===== src/rtl/dlf_gain_ctrl.sv =====
// -----------------------------------------------------------------------------
// dlf_gain_ctrl
// Gain-scheduling lock controller for the bang-bang PLL digital loop filter.
// Measures the toggle density of the phase-detector bit over fixed windows. It
// starts with a high proportional gain (ACQ), halves the gain after every run
// of good windows (SETTLE) and holds the low gain once locked (LOCK). A run of
// bad windows sends it back to acquisition.
//
// Optional feature macro: DLF_GAIN_RUNLEN_EN
//   When defined, a toggle-free run counter (parameter RUN_MAX) is compiled in.
//   RUN_MAX quiet cycles while in SETTLE or LOCK force an immediate return to
//   ACQ without waiting for the window to end.
//
// Ports:
//   clk      in   loop clock (same clock as the loop filter)
//   rst      in   synchronous, active-high reset
//   in       in   bang-bang PFD output bit
//   Kp       out  8-bit proportional gain to the loop filter (registered)
//   locked   out  high while in LOCK (registered)
//   state    out  ACQ=0, SETTLE=1, LOCK=2 (registered)
//   win_done out  one-cycle pulse in the first cycle after each window
// -----------------------------------------------------------------------------
module dlf_gain_ctrl #(
  parameter int unsigned WIN_LEN  = 64,
  parameter int unsigned TOG_MIN  = 16,
  parameter logic [7:0]  KP_MAX   = 8'd128,
  parameter logic [7:0]  KP_MIN   = 8'd8,
  parameter int unsigned GOOD_WIN = 4,
  parameter int unsigned BAD_WIN  = 2
`ifdef DLF_GAIN_RUNLEN_EN
  ,
  parameter int unsigned RUN_MAX  = 32
`endif
) (
  input  logic       clk,
  input  logic       rst,
  input  logic       in,
  output logic [7:0] Kp,
  output logic       locked,
  output logic [1:0] state,
  output logic       win_done
);

  typedef enum logic [1:0] {
    ST_ACQ    = 2'd0,
    ST_SETTLE = 2'd1,
    ST_LOCK   = 2'd2,
    ST_ILL    = 2'd3
  } state_e;

  localparam int unsigned     WW       = (WIN_LEN > 1) ? $clog2(WIN_LEN) : 1;
  localparam logic [WW-1:0]   WIN_LAST = WW'(WIN_LEN - 1);
  localparam logic [WW-1:0]   WIN_ONE  = WW'(1);
  localparam logic [WW-1:0]   WIN_ZERO = {WW{1'b0}};
  localparam logic [8:0]      TOG_THR  = 9'(TOG_MIN);
  localparam logic [7:0]      GOOD_THR = 8'(GOOD_WIN);
  localparam logic [7:0]      BAD_THR  = 8'(BAD_WIN);

  // Saturating increment used by the window bookkeeping counters.
  function automatic logic [7:0] sat_inc8(input logic [7:0] v, input logic [7:0] lim);
    if (v >= lim) begin
      return v;
    end else begin
      return v + 8'd1;
    end
  endfunction

  state_e        state_q, state_d;
  logic [7:0]    kp_q, kp_d;
  logic          locked_q, locked_d;
  logic          win_done_q, win_done_d;
  logic          prev_q, prev_d;
  logic [WW-1:0] win_cnt_q, win_cnt_d;
  logic [8:0]    tog_cnt_q, tog_cnt_d;
  logic [7:0]    good_cnt_q, good_cnt_d;
  logic [7:0]    bad_cnt_q, bad_cnt_d;

  logic          tog_s;
  logic          win_end_s;
  logic [8:0]    tog_sum_s;
  logic          good_win_s;
  logic [7:0]    good_nx_s;
  logic [7:0]    bad_nx_s;
  logic          fast_s;

  assign tog_s     = in ^ prev_q;
  assign win_end_s = (win_cnt_q == WIN_LAST);

`ifdef DLF_GAIN_RUNLEN_EN
  localparam int unsigned   RW       = $clog2(RUN_MAX + 1);
  localparam logic [RW-1:0] RUN_THR  = RW'(RUN_MAX);
  localparam logic [RW-1:0] RUN_ONE  = RW'(1);
  localparam logic [RW-1:0] RUN_ZERO = {RW{1'b0}};

  logic [RW-1:0] run_cnt_q, run_cnt_d, run_nx_s;

  // Quiet-run length; fires on the edge that completes RUN_MAX quiet cycles.
  always_comb begin
    if (tog_s) begin
      run_nx_s = RUN_ZERO;
    end else if (run_cnt_q == RUN_THR) begin
      run_nx_s = run_cnt_q;
    end else begin
      run_nx_s = run_cnt_q + RUN_ONE;
    end
    if (((state_q == ST_SETTLE) || (state_q == ST_LOCK)) && (run_nx_s == RUN_THR)) begin
      fast_s = 1'b1;
    end else begin
      fast_s = 1'b0;
    end
    if (fast_s) begin
      run_cnt_d = RUN_ZERO;
    end else begin
      run_cnt_d = run_nx_s;
    end
  end

  // Run counter register.
  always_ff @(posedge clk) begin
    if (rst) begin
      run_cnt_q <= RUN_ZERO;
    end else begin
      run_cnt_q <= run_cnt_d;
    end
  end
`else
  assign fast_s = 1'b0;
`endif

  // Window statistics: the toggle of the window's last cycle is included.
  always_comb begin
    if (tog_cnt_q == 9'h1FF) begin
      tog_sum_s = tog_cnt_q;
    end else begin
      tog_sum_s = tog_cnt_q + {8'd0, tog_s};
    end
    good_win_s = (tog_sum_s >= TOG_THR);
    if (good_win_s) begin
      good_nx_s = sat_inc8(good_cnt_q, GOOD_THR);
      bad_nx_s  = 8'd0;
    end else begin
      good_nx_s = 8'd0;
      bad_nx_s  = sat_inc8(bad_cnt_q, BAD_THR);
    end
  end

  // Next-state, gain schedule and counter updates.
  always_comb begin
    prev_d     = in;
    state_d    = state_q;
    kp_d       = kp_q;
    good_cnt_d = good_cnt_q;
    bad_cnt_d  = bad_cnt_q;
    win_done_d = 1'b0;
    if (win_end_s) begin
      win_cnt_d = WIN_ZERO;
      tog_cnt_d = 9'd0;
    end else begin
      win_cnt_d = win_cnt_q + WIN_ONE;
      tog_cnt_d = tog_sum_s;
    end

    if (fast_s) begin
      // Fast unlock beats a coinciding window evaluation and restarts the window.
      state_d    = ST_ACQ;
      kp_d       = KP_MAX;
      win_cnt_d  = WIN_ZERO;
      tog_cnt_d  = 9'd0;
      good_cnt_d = 8'd0;
      bad_cnt_d  = 8'd0;
    end else if (state_q == ST_ILL) begin
      state_d    = ST_ACQ;
      kp_d       = KP_MAX;
      good_cnt_d = 8'd0;
      bad_cnt_d  = 8'd0;
      win_done_d = win_end_s;
    end else if (win_end_s) begin
      win_done_d = 1'b1;
      good_cnt_d = good_nx_s;
      bad_cnt_d  = bad_nx_s;
      case (state_q)
        ST_ACQ: begin
          if (good_nx_s == GOOD_THR) begin
            good_cnt_d = 8'd0;
            if (KP_MAX == KP_MIN) begin
              state_d = ST_LOCK;
              kp_d    = KP_MIN;
            end else begin
              state_d = ST_SETTLE;
              kp_d    = {1'b0, KP_MAX[7:1]};
            end
          end else begin
            kp_d = KP_MAX;
          end
        end
        ST_SETTLE: begin
          if (good_nx_s == GOOD_THR) begin
            good_cnt_d = 8'd0;
            if (kp_q == KP_MIN) begin
              state_d = ST_LOCK;
            end else begin
              kp_d = {1'b0, kp_q[7:1]};
            end
          end else if (bad_nx_s == BAD_THR) begin
            state_d    = ST_ACQ;
            kp_d       = KP_MAX;
            good_cnt_d = 8'd0;
            bad_cnt_d  = 8'd0;
          end else begin
            kp_d = kp_q;
          end
        end
        ST_LOCK: begin
          if (bad_nx_s == BAD_THR) begin
            state_d    = ST_ACQ;
            kp_d       = KP_MAX;
            good_cnt_d = 8'd0;
            bad_cnt_d  = 8'd0;
          end else begin
            kp_d = KP_MIN;
          end
        end
        default: begin
          state_d = ST_ACQ;
          kp_d    = KP_MAX;
        end
      endcase
    end else begin
      win_done_d = 1'b0;
    end
    locked_d = (state_d == ST_LOCK);
  end

  // State, output and counter registers.
  always_ff @(posedge clk) begin
    if (rst) begin
      state_q    <= ST_ACQ;
      kp_q       <= KP_MAX;
      locked_q   <= 1'b0;
      win_done_q <= 1'b0;
      prev_q     <= 1'b0;
      win_cnt_q  <= WIN_ZERO;
      tog_cnt_q  <= 9'd0;
      good_cnt_q <= 8'd0;
      bad_cnt_q  <= 8'd0;
    end else begin
      state_q    <= state_d;
      kp_q       <= kp_d;
      locked_q   <= locked_d;
      win_done_q <= win_done_d;
      prev_q     <= prev_d;
      win_cnt_q  <= win_cnt_d;
      tog_cnt_q  <= tog_cnt_d;
      good_cnt_q <= good_cnt_d;
      bad_cnt_q  <= bad_cnt_d;
    end
  end

  assign Kp       = kp_q;
  assign locked   = locked_q;
  assign state    = state_q;
  assign win_done = win_done_q;

endmodule


===== config.mk =====
export PLATFORM = sky130hd
export DESIGN_NAME = dlf_gain_ctrl
export DESIGN_NICKNAME = d
export VERILOG_FILES = /design/src/rtl/dlf_gain_ctrl.sv
export SDC_FILE = /design/constraint.sdc
export NUM_CORES = 1
export LEC_CHECK = 0
export CAP_MARGIN = 20
export CORE_ASPECT_RATIO = 1.75
export CORE_MARGIN = 5
export CORE_UTILIZATION = 57
export DETAILED_ROUTE_END_ITERATION = 12
export PLACE_DENSITY = 0.78
export SETUP_SLACK_MARGIN = 0.4
export SKIP_CTS_REPAIR_TIMING = 1
export SLEW_MARGIN = 15
export SYNTH_ARGS = -nofsm -noshare
export SYNTH_HDL_FRONTEND = slang
export SYNTH_SLANG_ARGS = --single-unit

===== constraint.sdc =====
create_clock -name clk -period 3.8 [get_ports clk]
set_clock_uncertainty 0.05 [all_clocks]
set_input_delay 0.76 -clock clk [delete_from_list [all_inputs] [get_ports clk]]
set_output_delay 0.76 -clock clk [all_outputs]
set_load 0.05 [all_outputs]

==> metrics.md <==
| Metric | Value |
|---|---|
| Outcome | finished clean |
| Fin Setup TNS | 0 ns |
| WL per Instance | 13.81 um |
| Count leader, synth | dfxtp_1 |
| Unrepaired setup endpoints after global routing | no |
| Ant diodes | 0 |
| # H-tree levels | 2 |
| Number of synthesized flops with an enable pin | 0 |
| DRT Wirelength | 4310 um |
| CP Launch Type | input port |
| Reg area | 880.8 um2 |
| Clock Latency Late Sink | 0.31 ns |
| Setup violations, final | 0 |
| Max rail drop VDD | 0.2647 mV |
| Crit path DAT | 3.35 ns |
| Switching share of power | 22.63% |
| Die Area | 5014 um2 |
| Worst min-delay path class | reg2reg |
| Syn_nets | 255 |
| Drt drc | 0 |
| CP required | 4.00 ns |
| Final period utilization | 82.93% |
| Pin slew with the least headroom to its limit | 0.7599 ns |
| Max FO, Critical Path | 5 |
| Total global routing overflow | 0 |
| Die Span Y | 90 um |
| Largest family of logic cells by synthesized area | simple AND/OR/NAND/NOR gates |
| Post-Synth Adder-Cell Area | 6.603% |
| First-pass GRT wire length | 7362 um |
| WHS Path Cells | 1 |
| Worst slack, placed | 0.03399 ns |
| Synth unique cells | 46 |
| Clock power share | 38.2% |
| Fill count | 298 |
| Compound-gate portion of the synthesized area | 15.07% |
| Finished Cell Area | 2450 um2 |
| Final Net Count | 279 |
| Initial antenna violation count | 0 |
| Multiplexer area fraction after synthesis | 1.441% |
| Logic pwr share | 3.5% |
| Prevailing post-synth register cell | dfxtp_1 |
| Share of layout cells above drive strength 1 | 11.28% |
| Hpwl dp | 3139 um |
| Sequential area share after synthesis | 42.26% |
| CTS tree | yes |
| Crit path kind | in2reg |
| DR vias/cell | 5.583 |
| Clk sinks | 44 |
| FMAX | 0.3173 GHz |
| Pwr Density | 331.1 nW/um2 |
| PnR worst setup slack | 0.6485 ns |
| Clock transition at path regs | 0.09 ns |
| Max-slew violations | 0 |
| Final ANT Viol Nets | 0 |
| Leading area contributor after synthesis | dfxtp_1 |
| RR Startpoint | prev_q |
| Post-layout min period | 3.152 ns |
| GRT Total Usage | 18.02% |
| XOR/XNOR share of the synthesized area | 2.521% |
| Syn_area_per_cell | 8.649 um2 |
| Reg power frac | 58.3% |
| Clock buffer depth | 2 |
| Pint | 0.6275 mW |
| Synth area leaders | dfxtp_1 (42%), ha_1 (6.6%), nand3_1 (5.3%) |
| Synth cell count leaders | dfxtp_1 (44), nor2_1 (26), nand3_1 (22), and2_1 (15), o21ai_0 (13) |
| Placement row count | 29 |
| Port buffer count | 14 |
| Io pins | 15 |
| Num CTS Buffers | 5 |
| Vias | 1742 |
| Initial Util | 58.03% |
| Fraction of the mapped netlist area in simple logic gates | 28.09% |
| Cell count after synthesis | 241 |
| Gpl congestion | 0.9086 |
| Leakage | 0.9463 nW |
| Syn. warnings | 0 |
| Area occupied by multi-input gates | 1140 um2 |
| CTS root buf | clkbuf_8 |
| Worst reg-to-reg setup slack | 0.92 ns |
| Worst-case reg-to-reg path depth | 11 |
| Critical path endpoint category | flop |
| Sw power | 0.1835 mW |
| Pre-antenna DRT Iters | 4 |
| End of the worst register-to-register path | Kp[6] |
| Yosys top cell area share | 42.26% |
| Worst Hold Launch | win_cnt_q[0] |
| Die W | 55.72 um |
| Placed Area | 2315 um2 |
| CP Launch Point | in |
| Rel. slew slack | 49.15% |
| Area Overhead vs Synth | 17.53% |
| Fin. Hold Viols | 0 |
| Via count of the first global-routing pass | 1725 |
| Pin count of the biggest net entering global routing | 16 |
| Synth Register Bits | 44 |
| Hold EP | win_cnt_q[0] |
| Synth async-reset ratio | 0% |
| Core Area | 3592 um2 |
| DRT iter0 DRCs | 28 |
| Final core utilization | 68.20% |
| Max_cap viols | 0 |
| Synthesized area | 2084 um2 |
-- power groups by stage --
stage | sequential (mW) | clock, mW | combinational, mW
after floorplan | 0.482 | 0 | 0.0188
after global placement | 0.484 | 0 | 0.0258
after detailed placement | 0.484 | 0 | 0.0264
after CTS | 0.473 | 0.312 | 0.0269
after global routing | 0.474 | 0.336 | 0.0321
final | 0.473 | 0.310 | 0.0282
-- state kept, by name (all words and copies together), names as in the netlist --
name / cells
prev_q: 1
state: 2
Kp: 8
bad_cnt_q: 8
locked: 1
win_done: 1
good_cnt_q: 8
win_cnt_q: 6
tog_cnt_q: 9
-- how the worst max path moves through the flow --
stage | endpoint | slack (ns) | cells past startpoint
final | Kp[6] | 0.65 | 12
after global routing | Kp[6] | 0.58 | 12
after CTS | state[0] | 0.33 | 13
after detailed placement | state[0] | 0.03 | 13
after global placement | Kp[6] | 0.08 | 12
after floorplan | Kp[6] | 0.44 | 12
-- routing by layer --
| metal | GRT usage (%) | vias to the layer above | wire, um | share of wire (%) |
|---|---|---|---|---|
| li1 | - | 898 | - | - |
| met1 | 17.35 | 815 | 1777 | 41 |
| met2 | 34.39 | 19 | 2341 | 54 |
| met3 | 4.011 | 10 | 96 | 2.2 |
| met4 | 9.128 | 0 | 95 | 2.2 |
| met5 | 0 | - | 0 | 0 |
-- cell families (layout without fill, tap and decap cells) --
kind of cell | count (synthesis) | in the layout
fa+ha+maj | 11 | 11
buf+inv | 19 | 44
compound gates | 47 | 47
flops | 44 | 44
mux | 3 | 3
simple gates | 111 | 111
xor+xnor | 6 | 6
-- through the flow --
| stage | hold WS (ns) | cells | power, mW |
|---|---|---|---|
| after floorplan | 0.3676 | 241 | 0.5011 |
| after global placement | 0.3799 | 302 | 0.5093 |
| after detailed placement | 0.3898 | 302 | 0.5102 |
| after CTS | 0.4076 | 310 | 0.8118 |
| after global routing | 0.4216 | 312 | 0.8422 |
| final | 0.4038 | 312 | 0.8110 |
-- cell usage in the layout (no fill, tap or decap), drive strengths merged, types with 2 or more instances in the layout --
master	count
nand3	22
and2	15
xor2	3
clkbuf	7
nand4	2
nor3	8
nor2	26
a21o	2
nor4b	2
nand2	12
xnor2	3
o31ai	2
dfxtp	44
o21ai	13
inv	9
a31oi	9
nand2b	3
and3	7
mux2i	3
nor4	4
clkdlybuf4s50	13
or3	2
a21oi	9
buf	13
ha	11
nor2b	4
-- final cells by class --
| class | count | area share [%] |
|---|---|---|
| sequential | 44 | 35.96 |
| inverter | 9 | 1.379 |
| tap | 46 | 2.349 |
| timing repair buffer | 27 | 9.959 |
| multi-input combinational | 178 | 46.53 |
| clock inverter | 1 | 0.3064 |
| clock buffer | 7 | 3.524 |
-- critical path, cell delays in order --
cell and delay (ns):
dlymetal6s2s_1 0.13, xor2_1 0.15, ha_2 0.20, ha_1 0.19
and3_4 0.18, and2_1 0.15, or3_1 0.30, a221o_1 0.39
nand2b_4 0.17, a31o_4 0.24, or3b_1 0.36, a21oi_2 0.12
No activity file was read; power rests on OpenSTA's default activity.
